$ cat config.mk
export PLATFORM = sky130hd
export DESIGN_NAME = os_skew_feeder
export DESIGN_NICKNAME = d
export VERILOG_FILES = /design/src/rtl/os_skew_feeder_pkg.sv /design/src/rtl/os_skew_delay_line.sv /design/src/rtl/os_skew_feeder.sv
export SDC_FILE = /design/constraint.sdc
export NUM_CORES = 1
export LEC_CHECK = 0
export BUFFER_PORTS_ARGS = -buffer_cell sky130_fd_sc_hd__buf_4
export CORE_AREA = 4 4 105 107
export CTS_BUF_LIST = sky130_fd_sc_hd__clkbuf_2 sky130_fd_sc_hd__clkbuf_4 sky130_fd_sc_hd__clkbuf_8
export DETAILED_ROUTE_END_ITERATION = 6
export DIE_AREA = 0 0 109 111
export PLACE_DENSITY = 0.79
export SLEW_MARGIN = 40
export SYNTH_ARGS = -nofsm -noshare
export SYNTH_HDL_FRONTEND = slang
export SYNTH_SLANG_ARGS = --single-unit
$ cat constraint.sdc
create_clock -name clk -period 2.65 [get_ports clk]
set_input_delay 0.53 -clock clk [delete_from_list [all_inputs] [get_ports clk]]
set_output_delay 0.53 -clock clk [all_outputs]
set_load 0.02 [all_outputs]
$ cat src/rtl/os_skew_feeder_pkg.sv
// Shared types for the output-stationary skew feeder.
// State encoding and drain-length helper.
package os_skew_feeder_pkg;

  typedef enum logic [1:0] {
    ST_IDLE  = 2'd0,
    ST_FEED  = 2'd1,
    ST_DRAIN = 2'd2,
    ST_READ  = 2'd3
  } state_t;

  function automatic int drain_len(input int rows, input int cols);
    return rows + cols - 1;
  endfunction

endpackage

$ cat src/rtl/os_skew_delay_line.sv
// DEPTH x DW shift register with synchronous active-low reset.
// One instance per skewed lane.
module skew_delay_line #(
  parameter int DEPTH = 1,
  parameter int DW    = 8
) (
  input  logic          clk_i,
  input  logic          rst_ni,
  input  logic [DW-1:0] d_i,
  output logic [DW-1:0] q_o
);

  logic [DW-1:0] sr_q [DEPTH];

  always_ff @(posedge clk_i) begin
    if (!rst_ni) begin
      for (int i = 0; i < DEPTH; i++) sr_q[i] <= '0;
    end else begin
      sr_q[0] <= d_i;
      for (int i = 1; i < DEPTH; i++) sr_q[i] <= sr_q[i-1];
    end
  end

  assign q_o = sr_q[DEPTH-1];

endmodule

$ cat src/rtl/os_skew_feeder.sv
// Skewing feeder and sequencer for the output-stationary PE array.
// Optional perf counters under OS_SKEW_FEEDER_PERF_EN.
module os_skew_feeder
  import os_skew_feeder_pkg::*;
#(
  parameter int ROW_len = 3,
  parameter int COL_len = 3,
  parameter int DW      = 8,
  parameter int K_MAX   = 256,
  parameter int KW      = 9
) (
  input  logic                  clk,
  input  logic                  rst_n,
  input  logic                  start,
  input  logic [KW-1:0]         k_len,
  input  logic                  in_valid,
  output logic                  in_ready,
  input  logic [ROW_len*DW-1:0] in_a_vec,
  input  logic [COL_len*DW-1:0] in_b_vec,
  output logic [ROW_len*DW-1:0] a_bus,
  output logic [COL_len*DW-1:0] b_bus,
  output logic                  compute_en,
  output logic                  read_en,
  output logic                  row_valid,
  output logic [7:0]            row_idx,
  output logic                  busy,
`ifdef OS_SKEW_FEEDER_PERF_EN
  output logic [31:0]           cnt_busy,
  output logic [31:0]           cnt_bubble,
`endif
  output logic                  done
);

  localparam int DRAIN_N = drain_len(ROW_len, COL_len);

  state_t        state_q, state_d;
  logic [KW-1:0] klen_q, kcnt_q;
  logic [7:0]    cnt_q;
  logic          done_q, rv_q;
  logic [7:0]    idx_q;
  logic          fire, acc_start;
  logic          feed_last, drain_last, read_last;

  assign fire       = in_valid && in_ready;
  assign acc_start  = (state_q == ST_IDLE) && start;
  assign feed_last  = fire && (kcnt_q == klen_q - KW'(1));
  assign drain_last = (cnt_q == 8'(DRAIN_N - 1));
  assign read_last  = (cnt_q == 8'(ROW_len - 1));

  always_ff @(posedge clk) begin
    if (!rst_n) state_q <= ST_IDLE;
    else        state_q <= state_d;
  end

  always_comb begin
    state_d = state_q;
    unique case (state_q)
      ST_IDLE:  if (start && k_len != '0) state_d = ST_FEED;
      ST_FEED:  if (feed_last)  state_d = ST_DRAIN;
      ST_DRAIN: if (drain_last) state_d = ST_READ;
      ST_READ:  if (read_last)  state_d = ST_IDLE;
      default:  state_d = ST_IDLE;
    endcase
  end

  always_comb begin
    in_ready   = (state_q == ST_FEED);
    compute_en = (state_q == ST_FEED) || (state_q == ST_DRAIN);
    read_en    = (state_q == ST_READ);
    busy       = (state_q != ST_IDLE);
  end

  // cnt_q times both the drain window and the readout window
  always_ff @(posedge clk) begin
    if (!rst_n) begin
      klen_q <= '0;
      kcnt_q <= '0;
      cnt_q  <= '0;
      done_q <= 1'b0;
      rv_q   <= 1'b0;
      idx_q  <= '0;
    end else begin
      done_q <= (acc_start && k_len == '0)
             || (state_q == ST_READ && read_last);
      if (acc_start) begin
        klen_q <= k_len;
        kcnt_q <= '0;
      end else if (fire) begin
        kcnt_q <= kcnt_q + KW'(1);
      end
      if (state_d != state_q) cnt_q <= '0;
      else if (state_q == ST_DRAIN || state_q == ST_READ)
        cnt_q <= cnt_q + 8'd1;
      rv_q  <= read_en;
      idx_q <= read_en ? 8'(ROW_len - 1) - cnt_q : 8'd0;
    end
  end

  assign done      = done_q;
  assign row_valid = rv_q;
  assign row_idx   = idx_q;

  for (genvar i = 0; i < ROW_len; i++) begin : g_a
    logic [DW-1:0] lane_in;
    assign lane_in = fire ? in_a_vec[(i+1)*DW-1 -: DW] : '0;
    skew_delay_line #(.DEPTH(i + 1), .DW(DW)) u_dl (
      .clk_i (clk),
      .rst_ni(rst_n),
      .d_i   (lane_in),
      .q_o   (a_bus[(i+1)*DW-1 -: DW])
    );
  end

  for (genvar j = 0; j < COL_len; j++) begin : g_b
    logic [DW-1:0] lane_in;
    assign lane_in = fire ? in_b_vec[(j+1)*DW-1 -: DW] : '0;
    skew_delay_line #(.DEPTH(j + 1), .DW(DW)) u_dl (
      .clk_i (clk),
      .rst_ni(rst_n),
      .d_i   (lane_in),
      .q_o   (b_bus[(j+1)*DW-1 -: DW])
    );
  end

`ifdef OS_SKEW_FEEDER_PERF_EN
  logic [31:0] cbusy_q, cbub_q;

  always_ff @(posedge clk) begin
    if (!rst_n) begin
      cbusy_q <= '0;
      cbub_q  <= '0;
    end else if (acc_start) begin
      cbusy_q <= '0;
      cbub_q  <= '0;
    end else begin
      if (busy && cbusy_q != '1) cbusy_q <= cbusy_q + 32'd1;
      if (state_q == ST_FEED && !in_valid && cbub_q != '1)
        cbub_q <= cbub_q + 32'd1;
    end
  end

  assign cnt_busy   = cbusy_q;
  assign cnt_bubble = cbub_q;
`endif

endmodule
* Yosys cells after proc, flatten, opt, wreduce, memory -nomap -nowiden *
Memory sizes are Yosys's and may differ from the RTL's.
Index checks and enable logic that the tools add are counted.

word-level totals
  flip-flop bits (word level) = 38
  RAM bits = 96
  bits of input ports = 61
  output and inout bits = 62
  memories = 6

cells by class
  add/subtract/negate cells = 4
  equal/unequal tests = 7
  mux-type cells = 27
  bitwise gates (word level) = 11
  reduce and logical (&&, ||, !) cells = 18

memories
  name              depth  width  read ports  clocked after Yosys merged registers in  wr ports  RTL line                  RTL
  g_a[2].u_dl.sr_q  3      8      3           0                                        3         os_skew_delay_line.sv:13  logic [DW-1:0] sr_q [DEPTH];
  g_b[2].u_dl.sr_q  3      8      3           0                                        3         os_skew_delay_line.sv:13
  g_a[1].u_dl.sr_q  2      8      2           0                                        2         os_skew_delay_line.sv:13
  g_b[1].u_dl.sr_q  2      8      2           0                                        2         os_skew_delay_line.sv:13
  g_a[0].u_dl.sr_q  1      8      1           0                                        1         os_skew_delay_line.sv:13
  g_b[0].u_dl.sr_q  1      8      1           0                                        1         os_skew_delay_line.sv:13

operators by type and width
  cell                                               count
  two-way mux 8 bit                                  18
  OR reduction 8 bit                                 2
  bitwise OR 1 bit                                   10
  adder 9 x 1 -> 9 bit (second input constant)       1
  == test 9 bit                                      1
  logical NOT 9 bit                                  1
  nonzero test 9 bit                                 1
  subtractor 9 x 1 -> 9 bit (second input constant)  1
  adder 8 x 1 -> 8 bit (second input constant)       1
  == test 8 x 2 -> 1 bit (second input constant)     1
  == test 8 x 3 -> 1 bit (second input constant)     1
  two-way mux 2 bit                                  4
  case mux 2 bit (4 select lines)                    1
  subtractor 2 x 8 -> 8 bit (first input constant)   1
  logical AND 1 bit                                  6
  == test 2 bit (second input constant)              2
  two-way mux 1 bit                                  4
  OR reduction 2 bit                                 2
  logical OR 1 bit                                   3
  == test 2 x 1 -> 1 bit (second input constant)     1
  logical NOT 2 bit                                  1
  inequality test 2 bit                              1
  AND reduction 2 bit                                1
  nonzero test 2 bit                                 1
  NOT 1 bit                                          1

* Longest topological paths before layout *
Gate-level depths: netlist of the first run.

  depth after elaboration = 7
  depth in mapped cells = 9
  gate-level depth less buffers = 8

* Modules after synthesis *
A second synthesis of the first run with hierarchy kept.

second synthesis, totals
  cells, all modules = 537
  area total of the unflattened synthesis = 5390.2 um2

modules (own cells, without submodules)
  module                             times used  cells an instance  area each (um2)  sequential area each (um2)
  os_skew_feeder                     1           307                2484.9           760.7
  skew_delay_line (g_a[2].u_dl ...)  2           58                 735.7            480.5
  skew_delay_line (g_a[1].u_dl ...)  2           41                 506.7            320.3
  skew_delay_line (g_a[0].u_dl ...)  2           16                 210.2            160.2

* Worst setup path after synthesis of the first run *
No wires, ideal clock.

  path kind = reg-to-reg
  start = register state_q[1]
  end = register cnt_q[0]
  library setup time = 0.134 ns
  arrival = 2.181 ns
  data required time = 2.516 ns
  slack = 0.335 ns
  cell stages (with the launch flop) = 10
  cells stage by stage = dfxtp_1 > inv_1 > ha_1 > and2_1 > buf_2 > nand3_1 > a31o_2 > a2111oi_4 > nor3b_2 > nor3_1

on the way
  longest elaborated chain between the ends = 7
  elaborated cells on any way between the ends = 14
  those cells by class = eq/ne (4); mux (5); reduce/logical (5)

ends and longest elaborated chain
  what                               RTL line              RTL
  start: declaration                 os_skew_feeder.sv:36  state_t state_q, state_d;
  start signal: assignment           os_skew_feeder.sv:52  else state_q <= state_d;
  == test 2 x 1 -> 1 bit *           os_skew_feeder.sv:67  in_ready = (state_q == ST_FEED);
  net in_ready                       os_skew_feeder.sv:17  output logic in_ready,
  logical AND 1 bit                  os_skew_feeder.sv:44  assign fire = in_valid && in_ready;
  logical AND 1 bit                  os_skew_feeder.sv:46  assign feed_last = fire && (kcnt_q == klen_q - KW'(1));
  two-way mux 2 bit                  os_skew_feeder.sv:59  ST_FEED: if (feed_last) state_d = ST_DRAIN;
  case mux 2 bit (4 select lines) *  os_skew_feeder.sv:57  unique case (state_q)
  inequality test 2 bit *            os_skew_feeder.sv:91  if (state_d != state_q) cnt_q <= '0;
  OR reduction 2 bit (no line) *     --
  end signal: assignment             os_skew_feeder.sv:93  cnt_q <= cnt_q + 8'd1;
  end: declaration                   os_skew_feeder.sv:38  logic [7:0] cnt_q;

The timed path passes the listed nets; every way through them passes the cells marked *.
A chain may end at the register's enable or synchronous reset.

* Worst setup path after layout of the first run *
  start = register klen_q[0]
  end = register cnt_q[5]

on the way
  longest elaborated chain between the ends = 7

ends and longest elaborated chain
  what                             RTL line              RTL
  start: declaration               os_skew_feeder.sv:37  logic [KW-1:0] klen_q, kcnt_q;
  start signal: assignment         os_skew_feeder.sv:86  klen_q <= k_len;
  subtractor 9 x 1 -> 9 bit        os_skew_feeder.sv:46
  == test 9 bit                    os_skew_feeder.sv:46
  logical AND 1 bit                os_skew_feeder.sv:46
  two-way mux 2 bit                os_skew_feeder.sv:59
  case mux 2 bit (4 select lines)  os_skew_feeder.sv:57
  inequality test 2 bit            os_skew_feeder.sv:91
  OR reduction 2 bit (no line)     --

Every way passes these cells.

==> results, run 1 <==
- The count of unresolved DRC violations after routing is 0.
- The class of the most critical hold timing path is in -> reg.
- The number of global-route vias before repair is 3,398.
- The die width is 109 µm.
- The worst stage delay on the critical path is between 0.4 and 0.5 ns.
- The area used by multi-input combinational logic is 0.00184 mm².
- The synthesized netlist contains 50 unique library cells.
- Once detail routing completed, the nets flagged for antenna violations numbered 0.
- For the pin with the worst max-slew slack, the measured transition is 0.588 ns.
- The initial core utilization is between 40% and 50%.
- The routed design has 9640 µm of wire.
- The area inside the core boundary is 0.0101 mm².
- The areal power density over the cells is 806 mW/mm².
- For this run, the top clock speed supported by timing is 0.415 GHz.
- The final setup violation count is 0.
- The total of buffers placed on input and output ports is 122.
- The per-cell routed wire length is 13.3 µm.
- The switching part of the total power is 24.5%.
- Dividing the detail-routed via count by the number of cells gives 4.80.
- The leakage power summed over all cells is 0.00282 µW.
- The final critical path time including I/O delays and setup is 2.41 ns.
- Of the cells placed in the final design, the portion with a size suffix greater than 1 is between 20% and 30%.
- The flow ran to the end, and the final reports show no timing, DRC or antenna violations.
- The post-synthesis average cell area is 9.99 µm².
- The number of slew-limit violations in the final report came to 0.
- The clock passes through at most 2 buffers.
- The max capacitance violation total is 0.
- The clock network power share is about 42%.
- The worst vdd rail ir drop is 379 µV.
- The cell at the slowest stage of the critical path is sky130_fd_sc_hd__nor3b_2.
- In this run the core area contains 37 standard-cell rows.
- The final-layout worst hold slack is approximately 0.34 ns.
- After the first detailed-routing iteration, the DRC count stood at 149.
- STA classifies the critical path endpoint as a flip-flop.
- The gate count after technology mapping is 491.
- For this run, the leading register cell type out of synthesis is sky130_fd_sc_hd__dfxtp_1.
- Setup repair after global routing left no endpoint under its margin.
- The count of cells resized by post-cts repair is 0.
- The relative slew slack is 60.8%.
- The total standard cell area after synthesis is around 0.005 mm².
- The arrival time at the worst endpoint is between 2 and 3 ns.
- The number of setup buffers added after CTS is 0.
- The wire length of the first global-routing pass is between 15,000 and 20,000 µm.
- The proportion of synthesized flip-flops having asynchronous set or reset is 0%.
- The sequential cell area fraction in the yosys report is 54.7%.
- The internal power of the cells totals 3760 µW.
- For this run, the number of Yosys warnings is 0.
- The post-synthesis register bit count is between 100 and 150.
- The tree built by TritonCTS fans out to 134 sinks.
- The number of filler cells placed in the layout is 805.
- The proportion of power drawn by flip-flops and latches is 43.6%.
- At the later pin of the worst-skew pair, clock insertion delay measures about 0.43 ns.
- The type of the worst setup path is reg -> reg.
- Relative to the synthesized area, the layout overhead comes to 25.8%.
- STA classifies the critical path startpoint as a flip-flop.
- The final worst-path cycle share is 90.9%.
- The clock-pin transition on the worst setup and hold timing paths is 0.08 ns.
- The net load switching power is around 1200 µW.
- The H-tree was split into 4 levels.
- The number of detailed-route iterations in the first pass is 4.
- The overall global routing resource usage is around 17%.
- For this design, the CTS-stage hold fixing added 0 buffers.
- The number of hold-slack violations in the final timing report was 0.
- The sum of negative setup slack is 0 ns.
- In this run, CTS created clock tree buffers numbering 17.
- The combinational share of power is roughly 14%.
- Registers take 0.00268 mm².
- The repair_antennas step left the layout with diodes totalling 0.
- The final clock skew is approximately 0.013 ns.
- The initial antenna violation count is 0.
- The via count is 3,484.
- The number of top-level pins is 123.
- In this run, synthesis inferred 0 flip-flops with an integrated enable.
- The floorplan step defined a die boundary enclosing 0.0121 mm².
- At the end of routability-driven placement, the weighted congestion stood at 0.936.
- At the worst endpoint, the required time is between 2 and 3 ns.
- The clock root buffer is sky130_fd_sc_hd__clkbuf_8.
- The TritonCTS clock tree is done.
- The count of nets after finishing is 648.
- The critical path goes through inv_1 -> ha_1 -> xor2_1 -> o31a_1 -> a2111oi_4 -> nor3b_2 -> nor3_1.
- The detailed placer's ending HPWL is 6770 µm.
- The die extent in y is 111 µm.
- The final global-route overflow total is 0.
- Entering global routing, the biggest net connects 79 pins.
- The largest driver fanout on the critical path is 8.
- The synthesized net count is 562.
per-layer routing:
layer | global-route usage [%] | wire (µm)
met1 | 20.8 | 4120
met2 | 26.9 | 4690
met3 | 5.07 | 713
met4 | 7.41 | 110
met5 | 0 | 0
power by group through the flow:
stage          Combinational (µW)  Clock, µW  Sequential, µW
2_1_floorplan                 484          0            2210
3_3_place_gp                  689          0            2210
3_5_place_dp                  708          0            2210
4_1_cts                       713       2150            2170
5_1_grt                       783       2250            2180
6_report                      708       2100            2170
path summary, 6_finish.rpt:
| path | startpoint | to | slack [ns] | cells past startpoint |
|---|---|---|---|---|
| worst min-delay path | in_b_vec[2] | g_b[0].u_dl.sr_q[0][2] | 0.34 | 2 |
| worst min register to register | g_a[2].u_dl.sr_q[0][2] | g_a[2].u_dl.sr_q[0][10] | 0.43 | 1 |
| worst max register to register | klen_q[0] | cnt_q[5] | 0.24 | 7 |
| worst max-delay path | klen_q[0] | cnt_q[5] | 0.24 | 7 |
cells in the mapped netlist, types with 3 or more instances:
cell,instances,area [µm²]
sky130_fd_sc_hd__dfxtp_1,134,2680
sky130_fd_sc_hd__and2_1,51,319
sky130_fd_sc_hd__a21oi_1,17,85.1
sky130_fd_sc_hd__buf_4,32,240
sky130_fd_sc_hd__xor2_1,14,123
sky130_fd_sc_hd__xnor2_1,15,131
sky130_fd_sc_hd__inv_1,11,41.3
sky130_fd_sc_hd__nand4_1,3,18.8
sky130_fd_sc_hd__or3_1,3,18.8
sky130_fd_sc_hd__ha_1,10,125
sky130_fd_sc_hd__clkbuf_1,21,78.8
sky130_fd_sc_hd__nor2_1,26,97.6
sky130_fd_sc_hd__nor3_1,14,70.1
sky130_fd_sc_hd__nand2_1,35,131
sky130_fd_sc_hd__o21ai_0,5,25.0
sky130_fd_sc_hd__buf_2,4,20.0
sky130_fd_sc_hd__nand3_1,9,45.0
sky130_fd_sc_hd__and3_1,49,307
worst max-delay path: cells and delay by family, from the launching register on:
family / cells / cell delay, ns
compound gates: 2 / 0.66
xor+xnor: 1 / 0.19
fa+ha+maj: 1 / 0.30
buf+inv: 1 / 0.07
flops: 1 / 0.44
simple gates: 2 / 0.60
registers in the layout, indices dropped and copies added, names as in the netlist:
signal and flops:
done 1, cnt_q 8, row_valid 1, kcnt_q 9
g_a.u_dl.sr_q 48, state_q 2, g_b.u_dl.sr_q 48, klen_q 9
row_idx 8
cell families (layout without fill, tap and decap cells):
kind of cell | count (synthesis) | count (layout) | share of synthesized area (%)
multiplexers | 1 | 1 | 0.204
buffers and inverters | 69 | 168 | 7.83
adder cells (fa/ha/maj) | 10 | 10 | 2.55
AND/OR/NAND/NOR | 207 | 207 | 23.4
flip-flops | 134 | 134 | 54.7
XOR/XNOR | 30 | 30 | 5.51
AO/OA/AOI/OAI | 40 | 40 | 5.82
layout by cell type (no fill, tap or decap), drive strengths merged, types with 2 or more instances in the layout:
master,count
a2111oi,2
a211oi,2
a21oi,18
a32oi,2
and2,51
and3,49
buf,124
bufinv,7
clkbuf,20
clkinv,4
dfxtp,134
ha,10
inv,12
nand2,35
nand2b,2
nand3,9
nand4,3
nor2,27
nor2b,2
nor3,14
nor3b,3
nor4,3
o21ai,5
o22ai,2
or3,4
xnor2,16
xor2,14
final cells by class:
class	instances	area share [%]
clock buffers	20	4.15
clock inverters	12	4.03
inverters	12	0.730
multi-input cells	288	29.8
flip-flops and latches	134	43.5
well taps	136	2.76
repair buffers	124	15.1
per-stage QoR:
stage | util (%) | instance area [µm²] | cells | power [µW] | setup slack (ns)
2_1_floorplan | - | 4910 | 491 | 2700 | 0.335
6_report | 60.9 | 6170 | 726 | 4980 | 0.241
3_5_place_dp | 55.9 | 5670 | 694 | 2920 | 0.286
3_3_place_gp | 55.9 | 5670 | 694 | 2900 | 0.361
5_1_grt | 60.9 | 6170 | 726 | 5210 | 0.132
4_1_cts | 60.9 | 6170 | 726 | 5030 | 0.237
No activity file was read; power rests on OpenSTA's default activity.
==> inputs of run 2 (changes only) <==
- ABC_AREA: unset -> 1
- CORE_AREA: 4 4 105 107 -> 4 4 106 108
- DIE_AREA: 0 0 109 111 -> 0 0 110 112
==> results, run 2 <==
- Hold repair after CTS inserted 0 buffers.
- The required time reported for the critical path endpoint is 2.97 ns.
- The H-tree was split into 4 levels.
- The worst hold path was traced through 3 stages.
- Routability-driven placement finished with a final weighted congestion of 0.921.
- The area of the die is 0.0123 mm².
- Setup violations remaining at the end of the flow were counted as 0.
- The total number of clock tree sinks is between 100 and 150.
- The tool flagged a number of max-cap violations equal to 0.
- The clock root buffer is sky130_fd_sc_hd__clkbuf_8.
- Buffers placed on the I/O ports in this run total 122.
- At the pin with the least slew margin, the transition time is 0.467 ns.
- The number of different library cells used by synthesis comes to 27.
- Leaving out fill and tap cells, the most frequent cells in the layout are sky130_fd_sc_hd__inv_1 (140), sky130_fd_sc_hd__dfxtp_1 (134), sky130_fd_sc_hd__buf_4 (124).
- The worst path needs around 2.3 ns of the cycle, external delays included.
- Entering global routing, the biggest net connects 49 pins.
- The die width is 110 µm.
- The total overflow left after global routing is 0.
- Buffers inserted during clock tree synthesis total 17.
- For hold timing, the worst endpoint is g_b[0].u_dl.sr_q[0][0].
- Global routing used 17.3% of the available tracks across all layers.
- For this run, the post-layout net count is between 800 and 900.
- The worst setup path is launched from a flip-flop.
- For this configuration, the core starts out at a cell density of between 40% and 50%.
- In the final layout, the registers with the most flip-flops are g_a.u_dl.sr_q x48, g_b.u_dl.sr_q x48.
- After synthesis, flip-flops and latches occupy a little over half of the total area.
- Gates resized during post-CTS repair numbered 0.
- Timing analysis after detailed placement gives a worst setup slack of 0.429 ns.
- The critical register-to-register path startpoint is state_q[1].
- The layout cell share with drive strength beyond 1 is 24.6%.
- Counting flops and latches in the post-synthesis netlist gives 134.
- Relative to the synthesized area, the layout overhead comes to 25.1%.
- The placed instances occupy a cell area of 0.00583 mm².
- The most numerous cell in the Yosys netlist is sky130_fd_sc_hd__inv_1.
- The standard-cell row count is 37.
- The cell count after synthesis came out at around 640.
- The flow ran to the end, and the final reports show no timing, DRC or antenna violations.
- The startpoint identified for the worst hold timing path is in_b_vec[0].
- The proportion of synthesized flip-flops having asynchronous set or reset is 0%.
- The core region is 0.0102 mm².
- Leaving out fill and tap cells, the most frequent cell in the layout is sky130_fd_sc_hd__inv_1.
- The number of detailed-route iterations in the first pass is 5.
- In this run the critical register-to-register path is captured at cnt_q[2].
- The total standard cell area after synthesis is 0.00502 mm².
- The total of warnings raised by yosys is 0.
- The utilization of the core after routing is 61.4%.
- In this run the vertical extent of the chip is 112 µm.
- The relative slew slack is 68.8%.
- Yosys attributes the largest share of cell area to sky130_fd_sc_hd__dfxtp_1 (53%), sky130_fd_sc_hd__inv_1 (10%), sky130_fd_sc_hd__nand2_1 (8.2%).
- Buffers added to address setup during post-CTS repair amount to 0.
- Of the available clock period, the critical path in the final layout requires 85.7%.
- The worst vdd rail ir drop is just under 500 µV.
- The initial antenna violation count was 0.
- In the final routed layout, each cell accounts on average for between 10 and 15 µm.
- The library cell with the largest summed area after synthesis is sky130_fd_sc_hd__dfxtp_1.
- The final clock skew is roughly 0.018 ns.
- The detailed placer's ending HPWL is 7210 µm.
- The average via count per standard cell is between 4 and 5.
- After the first detailed-routing iteration, the DRC count stood at 133.
- The clock latency on the worst-skew pair is 0.43 ns.
- After clock tree synthesis, the clock-pin slew on the worst setup and hold paths is 0.08 ns.
- Of the post-synthesis cell area, the dominant cell type holds roughly 53%.
- The class of the most critical hold timing path is in -> reg.
- The commonest cells after synthesis are sky130_fd_sc_hd__inv_1 (140), sky130_fd_sc_hd__dfxtp_1 (134), sky130_fd_sc_hd__nand2_1 (110).
- The largest driver fanout on the critical path is 8.
- The wire length of the first global-routing pass is roughly 17,000 µm.
- Averaged over all synthesized cells, the footprint is 7.90 µm².
- The flop-to-flop setup slack is roughly 0.38 ns.
- The number of flops mapped to enable cells by yosys is 0.
- For this run, design rule violations remaining after detail routing come to 0.
- The final antenna-violating net count is 0.
- The repair_antennas step left the layout with diodes totalling 0.
- In this run the static leakage power is between 0.003 and 0.004 µW.
- The via count is ~3,900.
- Setup repair after global routing left no endpoint under its margin.
- Dividing total power by cell area gives a power density of 866 mW/mm².
- The sum of routed wire length over all layers is 9730 µm.
- The number of slew-limit violations in the final report is 0.
- Summed over all failing endpoints, the final setup total negative slack is 0 ns.
- The worst reg-to-reg path cell count is 17.
- The type of the worst setup path is reg -> reg.
- The number of global-route vias before repair is 3,965.
- The synthesized net count is 706.
- The finished cells cover 0.00628 mm².
- The maximum achievable frequency is between 0.4 and 0.5 GHz.
- The buffer depth of the longest clock path is 2.
- The TritonCTS clock tree is done.
- The sort of element at the end of the critical path is a flip-flop.
- The arrival time at the worst endpoint is 2.59 ns.
- Setup slack closes at around 0.38 ns.
- The main flop type after synthesis is sky130_fd_sc_hd__dfxtp_1.
- The number of hold-slack violations in the final timing report is 0.
- During I/O placement, the number of pins put on the boundary was 123.
run 2: cell families (layout without fill, tap and decap cells):
kind of cell             count (synthesis)  in the layout  share of synthesized area, %
AO/OA/AOI/OAI                           46             46                          4.81
XOR/XNOR                                12             12                          2.09
adder cells (fa/ha/maj)                 10             10                          2.49
buffers and inverters                  187            299                          16.4
flip-flops                             134            134                          53.5
AND/OR/NAND/NOR                        246            246                          20.8
run 2: power breakdown:
group / internal [µW] / switching [µW] / total, µW
Combinational: 480 / 819 / 1300
Sequential: 2170 / 121 / 2290
Clock: 1090 / 759 / 1840
run 2: cell type report:
cell class / count / area [µm²]
fillers: 860 / 3950
flip-flops and latches: 134 / 2680
clock buffers: 21 / 270
well taps: 136 / 170
multi-input cells: 314 / 1510
repair buffers: 124 / 931
clock inverters: 11 / 174
inverters: 143 / 537
run 2: through the flow:
stage          hold slack, ns  instances  power [µW]
6_report                0.304        883        5440
5_1_grt                 0.268        883        5800
4_1_cts                 0.277        883        5490
3_5_place_dp            0.395        851        3630
3_3_place_gp            0.392        851        3570
2_1_floorplan           0.390        635        3260
run 2: critical path, stage by stage (launching register included):
cell	delay [ns]
sky130_fd_sc_hd__dfxtp_1	0.37
sky130_fd_sc_hd__inv_1	0.18
sky130_fd_sc_hd__ha_1	0.30
sky130_fd_sc_hd__nand2_2	0.12
sky130_fd_sc_hd__inv_2	0.09
sky130_fd_sc_hd__o21ai_0	0.08
sky130_fd_sc_hd__nor2_1	0.11
sky130_fd_sc_hd__nand3_1	0.09
sky130_fd_sc_hd__nor2_1	0.11
sky130_fd_sc_hd__nand3_2	0.09
sky130_fd_sc_hd__nand2_1	0.07
sky130_fd_sc_hd__nand2_1	0.05
sky130_fd_sc_hd__nand2_1	0.09
sky130_fd_sc_hd__nand2_1	0.09
sky130_fd_sc_hd__nand2_1	0.10
sky130_fd_sc_hd__nand2_2	0.07
sky130_fd_sc_hd__nand2_4	0.14
sky130_fd_sc_hd__nor2_2	0.04
run 2: worst max path at each step:
| stage | slack, ns | endpoint | cells after the start | startpoint |
|---|---|---|---|---|
| after floorplan | 0.60 | cnt_q[1] | 15 | state_q[1] |
| after detailed placement | 0.43 | cnt_q[1] | 17 | state_q[1] |
| after global placement | 0.56 | cnt_q[2] | 15 | state_q[1] |
| final | 0.38 | cnt_q[2] | 17 | state_q[1] |
| after global routing | 0.11 | cnt_q[2] | 17 | state_q[1] |
| after CTS | 0.38 | cnt_q[1] | 17 | state_q[1] |
run 2: layer usage:
metal / track usage (%) / wire [µm]
met5: 0 / 0
met2: 28.0 / 4690
met3: 8.99 / 1130
met4: 6.98 / 115
met1: 19.0 / 3790
